`src/rtl/imm_gen_stage.sv`:
```
// Immediate generation stage: decodes the instruction immediate, forms pc + imm, and
// buffers {imm, target, tag} in a 2-entry skid FIFO with registered ready/valid.
module imm_gen_stage #(
    parameter int DATA_WIDTH = 32,
    parameter int TAG_WIDTH  = 5
) (
    input  logic                  clk,
    input  logic                  rst,
    input  logic                  flush,
    input  logic                  in_valid,
    output logic                  in_ready,
    input  logic [31:0]           instr,
    input  logic [2:0]            itype,
    input  logic                  unsign,
    input  logic [DATA_WIDTH-1:0] pc,
    input  logic [TAG_WIDTH-1:0]  tag_in,
    output logic                  out_valid,
    input  logic                  out_ready,
    output logic [DATA_WIDTH-1:0] imm_out,
    output logic [DATA_WIDTH-1:0] tgt_out,
    output logic [TAG_WIDTH-1:0]  tag_out
);

    localparam logic [2:0] ItNone = 3'd0;
    localparam logic [2:0] ItI8   = 3'd1;
    localparam logic [2:0] ItI12  = 3'd2;
    localparam logic [2:0] ItI14  = 3'd3;
    localparam logic [2:0] ItI16  = 3'd4;
    localparam logic [2:0] ItI20  = 3'd5;
    localparam logic [2:0] ItI21  = 3'd6;
    localparam logic [2:0] ItI26  = 3'd7;

    typedef enum logic [1:0] {
        StEmpty = 2'd0,
        StOne   = 2'd1,
        StFull  = 2'd2
    } state_t;

    typedef struct packed {
        logic [DATA_WIDTH-1:0] imm;
        logic [DATA_WIDTH-1:0] tgt;
        logic [TAG_WIDTH-1:0]  tag;
    } entry_t;

    state_t                r_state;
    state_t                w_state_next;
    logic                  r_wr_ptr;
    logic                  r_rd_ptr;
    logic                  w_wr_ptr_next;
    logic                  w_rd_ptr_next;
    entry_t                r_mem [2];
    entry_t                r_head;
    entry_t                w_new;
    entry_t                w_head_next;
    logic                  w_accept;
    logic                  w_pop;
    logic [DATA_WIDTH-1:0] w_imm;
    logic [5:0]            w_i8;
    logic [15:0]           w_i14;
    logic [17:0]           w_i16;
    logic [31:0]           w_i20;
    logic [20:0]           w_i21;
    logic [27:0]           w_i26;
    logic                  w_unused_instr;

    // ---------------------------------------------------------------------------------
    // Immediate decode and target add
    // ---------------------------------------------------------------------------------
    assign w_i8  = (DATA_WIDTH == 64) ? instr[15:10] : {1'b0, instr[14:10]};
    assign w_i14 = {instr[23:10], 2'b00};
    assign w_i16 = {instr[25:10], 2'b00};
    assign w_i20 = {instr[24:5], 12'h000};
    assign w_i21 = {instr[4:0], instr[25:10]};
    assign w_i26 = {instr[9:0], instr[25:10], 2'b00};

    assign w_unused_instr = ^{instr[31:26], instr[15]};

    // Sized casts of signed operands sign-extend without zero-width replications at 32 bits
    always_comb begin
        w_imm = '0;
        case (itype)
            ItNone: w_imm = '0;
            ItI8:   w_imm = DATA_WIDTH'(w_i8);
            ItI12: begin
                if (unsign) w_imm = DATA_WIDTH'(instr[21:10]);
                else        w_imm = DATA_WIDTH'($signed(instr[21:10]));
            end
            ItI14:  w_imm = DATA_WIDTH'($signed(w_i14));
            ItI16:  w_imm = DATA_WIDTH'($signed(w_i16));
            ItI20:  w_imm = DATA_WIDTH'($signed(w_i20));
            ItI21:  w_imm = DATA_WIDTH'($signed(w_i21));
            ItI26:  w_imm = DATA_WIDTH'($signed(w_i26));
            default: w_imm = '0;
        endcase
    end

    always_comb begin
        w_new     = '0;
        w_new.imm = w_imm;
        w_new.tgt = pc + w_imm;
        w_new.tag = tag_in;
    end

    // ---------------------------------------------------------------------------------
    // Occupancy FSM
    // ---------------------------------------------------------------------------------
    always_ff @(posedge clk or posedge rst) begin
        if (rst) begin
            r_state <= StEmpty;
        end else begin
            r_state <= w_state_next;
        end
    end

    always_comb begin
        w_state_next = r_state;
        if (flush) begin
            w_state_next = StEmpty;
        end else begin
            case (r_state)
                StEmpty: begin
                    if (w_accept) w_state_next = StOne;
                end
                StOne: begin
                    if (w_accept && !w_pop)      w_state_next = StFull;
                    else if (w_pop && !w_accept) w_state_next = StEmpty;
                end
                StFull: begin
                    if (w_pop) w_state_next = StOne;
                end
                default: w_state_next = StEmpty;
            endcase
        end
    end

    // Handshake flags come straight from the state register, never from out_ready
    always_comb begin
        in_ready  = (r_state != StFull);
        out_valid = (r_state != StEmpty);
    end

    assign w_accept = in_valid && in_ready && !flush;
    assign w_pop    = out_valid && out_ready;

    // ---------------------------------------------------------------------------------
    // Storage and head register
    // ---------------------------------------------------------------------------------
    always_comb begin
        w_wr_ptr_next = flush ? 1'b0 : (r_wr_ptr + w_accept);
        w_rd_ptr_next = flush ? 1'b0 : (r_rd_ptr + w_pop);
    end

    // The next head is either a stored entry or the one being written this very edge
    always_comb begin
        if (w_accept && (r_wr_ptr == w_rd_ptr_next)) w_head_next = w_new;
        else                                         w_head_next = r_mem[w_rd_ptr_next];
    end

    always_ff @(posedge clk or posedge rst) begin
        if (rst) begin
            r_wr_ptr <= 1'b0;
            r_rd_ptr <= 1'b0;
            r_mem[0] <= '0;
            r_mem[1] <= '0;
            r_head   <= '0;
        end else begin
            r_wr_ptr <= w_wr_ptr_next;
            r_rd_ptr <= w_rd_ptr_next;
            if (w_accept) r_mem[r_wr_ptr] <= w_new;
            // Outputs keep their last value once the buffer drains
            if (w_state_next != StEmpty) r_head <= w_head_next;
        end
    end

    assign imm_out = r_head.imm;
    assign tgt_out = r_head.tgt;
    assign tag_out = r_head.tag;

endmodule

```
`config.mk`:
```
export PLATFORM = sky130hd
export DESIGN_NAME = imm_gen_stage
export DESIGN_NICKNAME = d
export VERILOG_FILES = /design/src/rtl/imm_gen_stage.sv
export SDC_FILE = /design/constraint.sdc
export NUM_CORES = 1
export LEC_CHECK = 0
export ABC_AREA = 1
export BUFFER_PORTS_ARGS = -buffer_cell sky130_fd_sc_hd__buf_2
export CAP_MARGIN = 30
export CORE_AREA = 2 2 105 209
export CTS_BUF_LIST = sky130_fd_sc_hd__clkbuf_4
export CTS_CLUSTER_DIAMETER = 80
export DETAILED_ROUTE_END_ITERATION = 10
export DIE_AREA = 0 0 107 211
export PLACE_DENSITY = 0.85
export SKIP_LAST_GASP = 1
export SLEW_MARGIN = 40
export SYNTH_ARGS = -nofsm -noshare
export SYNTH_HDL_FRONTEND = slang
export SYNTH_SLANG_ARGS = --single-unit
```
`constraint.sdc`:
```
create_clock -name clk -period 13.4 [get_ports clk]
set_input_delay 0 -clock clk [delete_from_list [all_inputs] [get_ports clk]]
set_output_delay 0 -clock clk [all_outputs]
set_load 0.01 [all_outputs]
```
* Yosys cells after proc, flatten, opt, wreduce, memory -nomap -nowiden *
Index checks and enable logic that the tools add are counted.

operators by class
  $add $sub $neg = 3
  $mul = 0
  divide/modulo/power cells = 0
  $lt $le $gt $ge = 3
  equality and inequality tests = 11
  shift operators = 0
  muxes and demuxes = 17
  bitwise operators = 2
  reductions and logical operators = 14

operators with widths
  cell                  number
  $mux W69              5
  $pmux W32 S8          1
  $bwmux W138           1
  $demux W69 S1         1
  $add A32 B32 Y32      1
  $mux W32              1
  $eq A3 B3 Y1 const B  4
  $mux W2               5
  $logic_and A1 B1 Y1   7
  $eq A3 B2 Y1 const B  2
  $pmux W2 S3           1
  $ge A2 B2 Y1 const B  2
  $not A1 Y2            2
  $reduce_bool A2 Y1    2
  $eq A3 B1 Y1 const B  1
  $logic_not A1 Y1      3
  $logic_not A3 Y1      1
  $add A1 B1 Y1         2
  $eq A2 B1 Y1 const B  1
  $eq A2 B2 Y1 const B  1
  $logic_not A2 Y1      1
  $lt A2 B1 Y1 const B  1
  $mux W1               2
  $ne A2 B2 Y1 const B  1
  $eq A1 B1 Y1          1

storage, ports and cells
  register bits = 211
  latch bits = 0
  RAM bits = 0
  memory bits (read-only) = 0
  input port bits = 78
  output and inout bits = 71
  logic and storage cells = 62
  memories = 0

* Longest topological paths before layout *
  word-level depth = 10
  depth in mapped cells = 22
  depth with buffers taken out = 22

* Worst setup path before layout *
No wires, ideal clock.

  path type = input to register
  start = input port itype[0]
  end = register r_head, in the netlist tgt_out[31]
  setup time = 0.116 ns
  arrival = 2.085 ns
  data required time = 13.284 ns
  path slack = 11.199 ns
  cell stages on the path = 18
  buffers on the path = 1
  cells stage by stage = buf_2 nor2_1 nand2_1 nand3_1 inv_2 o22ai_1 ha_1 or2_2 nand3_1 nand2_1 nand2_1 nand2_1 nand2_1 nand2_1 nand2_1 nand3_1 nand2_1 nand2_1

between the ends
  word-level cells in the longest chain between the ends = 4

RTL lines
  what                                        RTL line  text
  from (decl)                                 13        input logic [2:0] itype,
  $eq A3 B3 Y1, or another cell as far along  81        case (itype)
  $pmux W32 S8 *                              81
  net w_imm[2]                                57        logic [DATA_WIDTH-1:0] w_imm;
  $add A32 B32 Y32 *                          100       w_new.tgt = pc + w_imm;
  $mux W69 *                                  155       if (w_accept && (r_wr_ptr == w_rd_ptr_next)) w_head_next = w_new;
  to (signal assigned)                        171       if (w_state_next != StEmpty) r_head <= w_head_next;
  to (decl)                                   52        entry_t r_head;

Mark *: on every way through the listed nets, which the timed path passes. The rest lies on a longest branch.
A chain may end at the register's enable or synchronous reset.

* Worst setup path in the final report *
  start = register r_state[0]
  end = register r_head, in the netlist tgt_out[17]

between the ends
  word-level cells in the longest chain between the ends = 10

RTL lines
  what                              RTL line  text
  from (decl)                       45        state_t r_state;
  from (signal assigned)            109       r_state <= StEmpty;
  from (signal assigned)            111       r_state <= w_state_next;
  $ne A2 B2 Y1                      138       in_ready = (r_state != StFull);
  $logic_and A1 B1 Y1 (2 in a row)  142       assign w_accept = in_valid && in_ready && !flush;
  $logic_not A1 Y1                  126       else if (w_pop && !w_accept) w_state_next = StEmpty;
  $logic_and A1 B1 Y1               126
  $mux W2                           126
  $mux W2                           125       if (w_accept && !w_pop) w_state_next = StFull;
  $pmux W2 S3                       120       case (r_state)
  $mux W2                           117       if (flush) begin
  $reduce_bool A2 Y1                171

Parallel ways exist; a longest one is shown, timed or not. The select of a mux whose other input is x is not followed.

==> run_results.csv <==
group,metric,value,unit
clock_network,clkTransAtPathRegs,0.07,ns
logic_synthesis,yosysUniqueCellTypes,40,
global_routing,grt_overflow,0,
sta,layout_setup_ws,9.91,ns
clock_network,clock_sinks,211,
setup_path,r2r-start,"r_state[0]$_DFF_PP0_",
logic_synthesis,synth_fa_ha_area_share,3.50,%
cells_and_area,area_growth,16.9,%
cells_and_area,instances_no_fill,2289,
global_routing,grt_pass1_wl,60500,microns
setup_path,r2r_slack,9.91,ns
logic_synthesis,avgSynthCellArea,6.89,sq um
cells_and_area,drive_gt1_share,13.4,%
setup_path,end_kind,"register",
routing,drtIter0Drc,888,
floorplan,coreArea,0.0209,sq mm
floorplan,rows,75,
setup_path,cp_data_arrival_time,4.09,ns
routing,wire_per_inst,16.7,microns
setup_path,cp_max_fo,52,
logic_synthesis,synth-xor-area-share,1.06,%
cells_and_area,nets,2099,
min_path,hp-class,"input pin to async pin",
routing,dr.pass1.iters,7,
logic_synthesis,synth_flop_cell,"dfrtp_1",
sta,hold_viol,1,
cells_and_area,area.sequential,0.00528,sq mm
sta,finalCriticalPeriod,3.49,ns
cells_and_area,multi_input_area,0.00587,sq mm
placement,dp_cells,2139,
clock_network,cts_tree,"done",
sta,max_freq,0.287,GHz
routing,vias_per_cell,5.45,
global_routing,first_global_vias,12100,
clock_network,cts_max_level,2,
sta,finalSetupTns,0,ns
run,maxCapViolCount,0,
cells_and_area,final_core_utilization,69.1,%
setup_path,worstSetupPathType,"register to register",
power,leakage,8.16,nW
placement,pre_cts_slack,9.95,ns
clock_network,cts_root_buf,"clkbuf_4",
floorplan,die_area,0.0226,sq mm
routing,drc,0,
routing,wl,38200,microns
setup_path,crit_slowest_cell,"clkinv_2",
setup_path,path_common_cell,"nand2_1",
sta,whs,-0.00111,ns
routing,vias,12500,
setup_path,reg2regPathDepth,11,
routing,antenna_left,0,
setup_path,slowest_delay,0.75,ns
logic_synthesis,synth_async_sr_flop_share,100,%
logic_synthesis,yosysSeqAreaShare,42.7,%
logic_synthesis,synth_compound_area_share,12.5,%
cells_and_area,fillers,1798,
floorplan,io_pins,149,
sta,slew_viol_final,0,
outcome,outcome,"finished with violations",
clock_network,cts_resized,0,
floorplan,die_y,211,microns
sta,setup_viol,0,
sta,worst_pin_slew,0.834,ns
sta,rsz0062_at_grt,"no",
logic_synthesis,synth_area,0.0124,sq mm
floorplan,initial_utilization,59.1,%
outcome,failed_checks,"negative hold slack",
logic_synthesis,synth_nets,1907,
setup_path,worstReg2RegEnd,"tgt_out[17]$_DFFE_PP0P_",
setup_path,path_cells,"inv_2, nand2_4, nand2_1, nand2_1, nand3_2, xor2_1, nand2_4, clkinv_2, nand3_1, nand2_1, nand2_1",
logic_synthesis,ys_warn_count,0,
global_routing,grt.total_usage,34.4,%
logic_synthesis,netlist_instances,1795,
sta,finalCritPeriodShare,26.0,%
clock_network,cts_buffers,47,
power,ir_drop,0.0827,mV
placement,gp_congestion,0.995,
clock_network,clk_latency,0.67,ns
logic_synthesis,synth_top_family_by_area,"simple AND/OR/NAND/NOR gates",
global_routing,grt_max_degree,137,
placement,port_buffers,142,
logic_synthesis,ys_seq_elements,211,
sta,finClkSkew,0.0173,ns
clock_network,clock_tree.buffer_depth,3,
setup_path,start_kind,"register",
placement,dp_hpwl,26800,microns
logic_synthesis,synthMuxAreaShare,0,%
logic_synthesis,synth_simple_gate_area_share,30.3,%
floorplan,die_w,107,microns
setup_path,critPathRequiredTime,14.00,ns
logic_synthesis,synth_edf_count,0,
sta,relSlewSlack,44.4,%
power,powerDensity,142,mW/mm^2
global_routing,antenna_found_initial,1,
[per-layer routing]
layer / routed length [microns] / GRT usage [%]
met5: 0 / 0
met4: 2810 / 22.8
met3: 1720 / 3.80
met2: 20200 / 61.9
met1: 13500 / 37.3
[metrics by stage]
| step | cell area [sq um] | power, mW | hold slack (ns) |
|---|---|---|---|
| global placement | 13100 | 1.48 | 0.229 |
| finish | 14500 | 2.05 | -0.00111 |
| floorplan | 12400 | 1.30 | 0.0658 |
| global route | 14500 | 2.18 | 0.0156 |
| CTS | 14500 | 2.05 | 0.000587 |
| detailed placement | 13200 | 1.51 | 0.189 |
[repair_timing]
item,4_1_cts,5_1_grt
buffers inserted,0,0
hold buffers,67,1
hold endpoints to repair,273,1
[layout by cell type, fill, tap and decap left out, types with 4 or more instances in the layout]
cell type      count
nand2_1          665
inv_2              4
xnor2_1           10
nor2_1           126
nand4_1            6
buf_4              8
buf_2            142
ha_1              32
inv_1            227
nand3_1           84
or2_2             18
o22ai_1           12
o211ai_1           5
clkbuf_4          76
o21ai_1           17
a21oi_1           52
nor3_1            12
dfrtp_1          211
a31oi_1           11
dlygate4sd3_1     68
xor2_1             5
o21ai_0          189
[worst max-delay path by stage]
stage | to | depth (start not counted) | startpoint | slack (ns)
after CTS | tgt_out[18]$_DFFE_PP0P_ | 11 | r_state[0]$_DFF_PP0_ | 10.01
after floorplan | imm_out[0]$_DFFE_PP0P_ | 1 | rst | 7.63
final | tgt_out[17]$_DFFE_PP0P_ | 11 | r_state[0]$_DFF_PP0_ | 9.91
after global placement | tgt_out[18]$_DFFE_PP0P_ | 11 | r_state[0]$_DFF_PP0_ | 9.79
after global routing | tgt_out[18]$_DFFE_PP0P_ | 11 | r_state[0]$_DFF_PP0_ | 9.64
after detailed placement | tgt_out[11]$_DFFE_PP0P_ | 15 | itype[2] | 9.95
[critical path, delay by kind of cell (launching register included)]
family,cells,cell delay (ns)
xor gates and xnor gates,1,0.39
and+or+nand+nor,8,1.81
DFF,1,0.39
buffers and inverters,2,0.81
[area by class of cell]
class	count	share of cell area [%]
multi-input cells	1273	40.5
flip-flops and latches	211	36.5
repair buffers	219	10.1
inverters	235	6.22
clock buffers	76	3.94
well taps	269	2.33
clock inverters	5	0.346
diodes	1	0.0173
[flip-flops by register name, indices dropped and copies added, names as in the netlist]
register / flops
imm_out: 32
r_mem: 138
tgt_out: 32
r_state: 2
r_wr_ptr: 1
tag_out: 5
r_rd_ptr: 1
[synth_stat cells, types with 2 or more instances]
| cell | number | area, sq um |
|---|---|---|
| xnor2_1 | 10 | 87.6 |
| o2111ai_1 | 2 | 17.5 |
| clkbuf_1 | 40 | 150 |
| nand3b_1 | 2 | 15.0 |
| ha_1 | 33 | 413 |
| inv_2 | 5 | 18.8 |
| o21ai_1 | 17 | 85.1 |
| and2_1 | 2 | 12.5 |
| nand2_1 | 665 | 2500 |
| o22ai_1 | 12 | 75.1 |
| a31oi_1 | 11 | 68.8 |
| nand2_4 | 2 | 22.5 |
| nor2_4 | 2 | 22.5 |
| nand4_1 | 6 | 37.5 |
| buf_4 | 3 | 22.5 |
| o21bai_1 | 2 | 15.0 |
| buf_1 | 8 | 30.0 |
| o211ai_1 | 5 | 37.5 |
| inv_1 | 230 | 863 |
| dfrtp_1 | 211 | 5280 |
| o21ai_0 | 189 | 946 |
| nor2_2 | 2 | 12.5 |
| nor3_1 | 12 | 60.1 |
| o21ai_2 | 3 | 26.3 |
| buf_6 | 4 | 45.0 |
| nor2_1 | 126 | 473 |
| nand3_1 | 84 | 420 |
| nand3_2 | 3 | 30.0 |
| xor2_1 | 5 | 43.8 |
| buf_2 | 20 | 100 |
| nand2_2 | 2 | 12.5 |
| or2_2 | 18 | 113 |
| a21oi_1 | 52 | 260 |
[kinds of logic after synthesis]
group	after synthesis
flops	211
buf+inv	311
xor+xnor	15
fa+ha+maj	34
simple gates	929
compound gates	295
[where the power goes]
| part | switching, mW | internal [mW] | leakage, nW |
|---|---|---|---|
| registers | 0.0890 | 0.810 | 2.67 |
| clock network | 0.253 | 0.274 | 0.373 |
| logic | 0.393 | 0.232 | 5.12 |
| total | 0.735 | 1.32 | 8.16 |
Power figures use the tool's default switching activity.
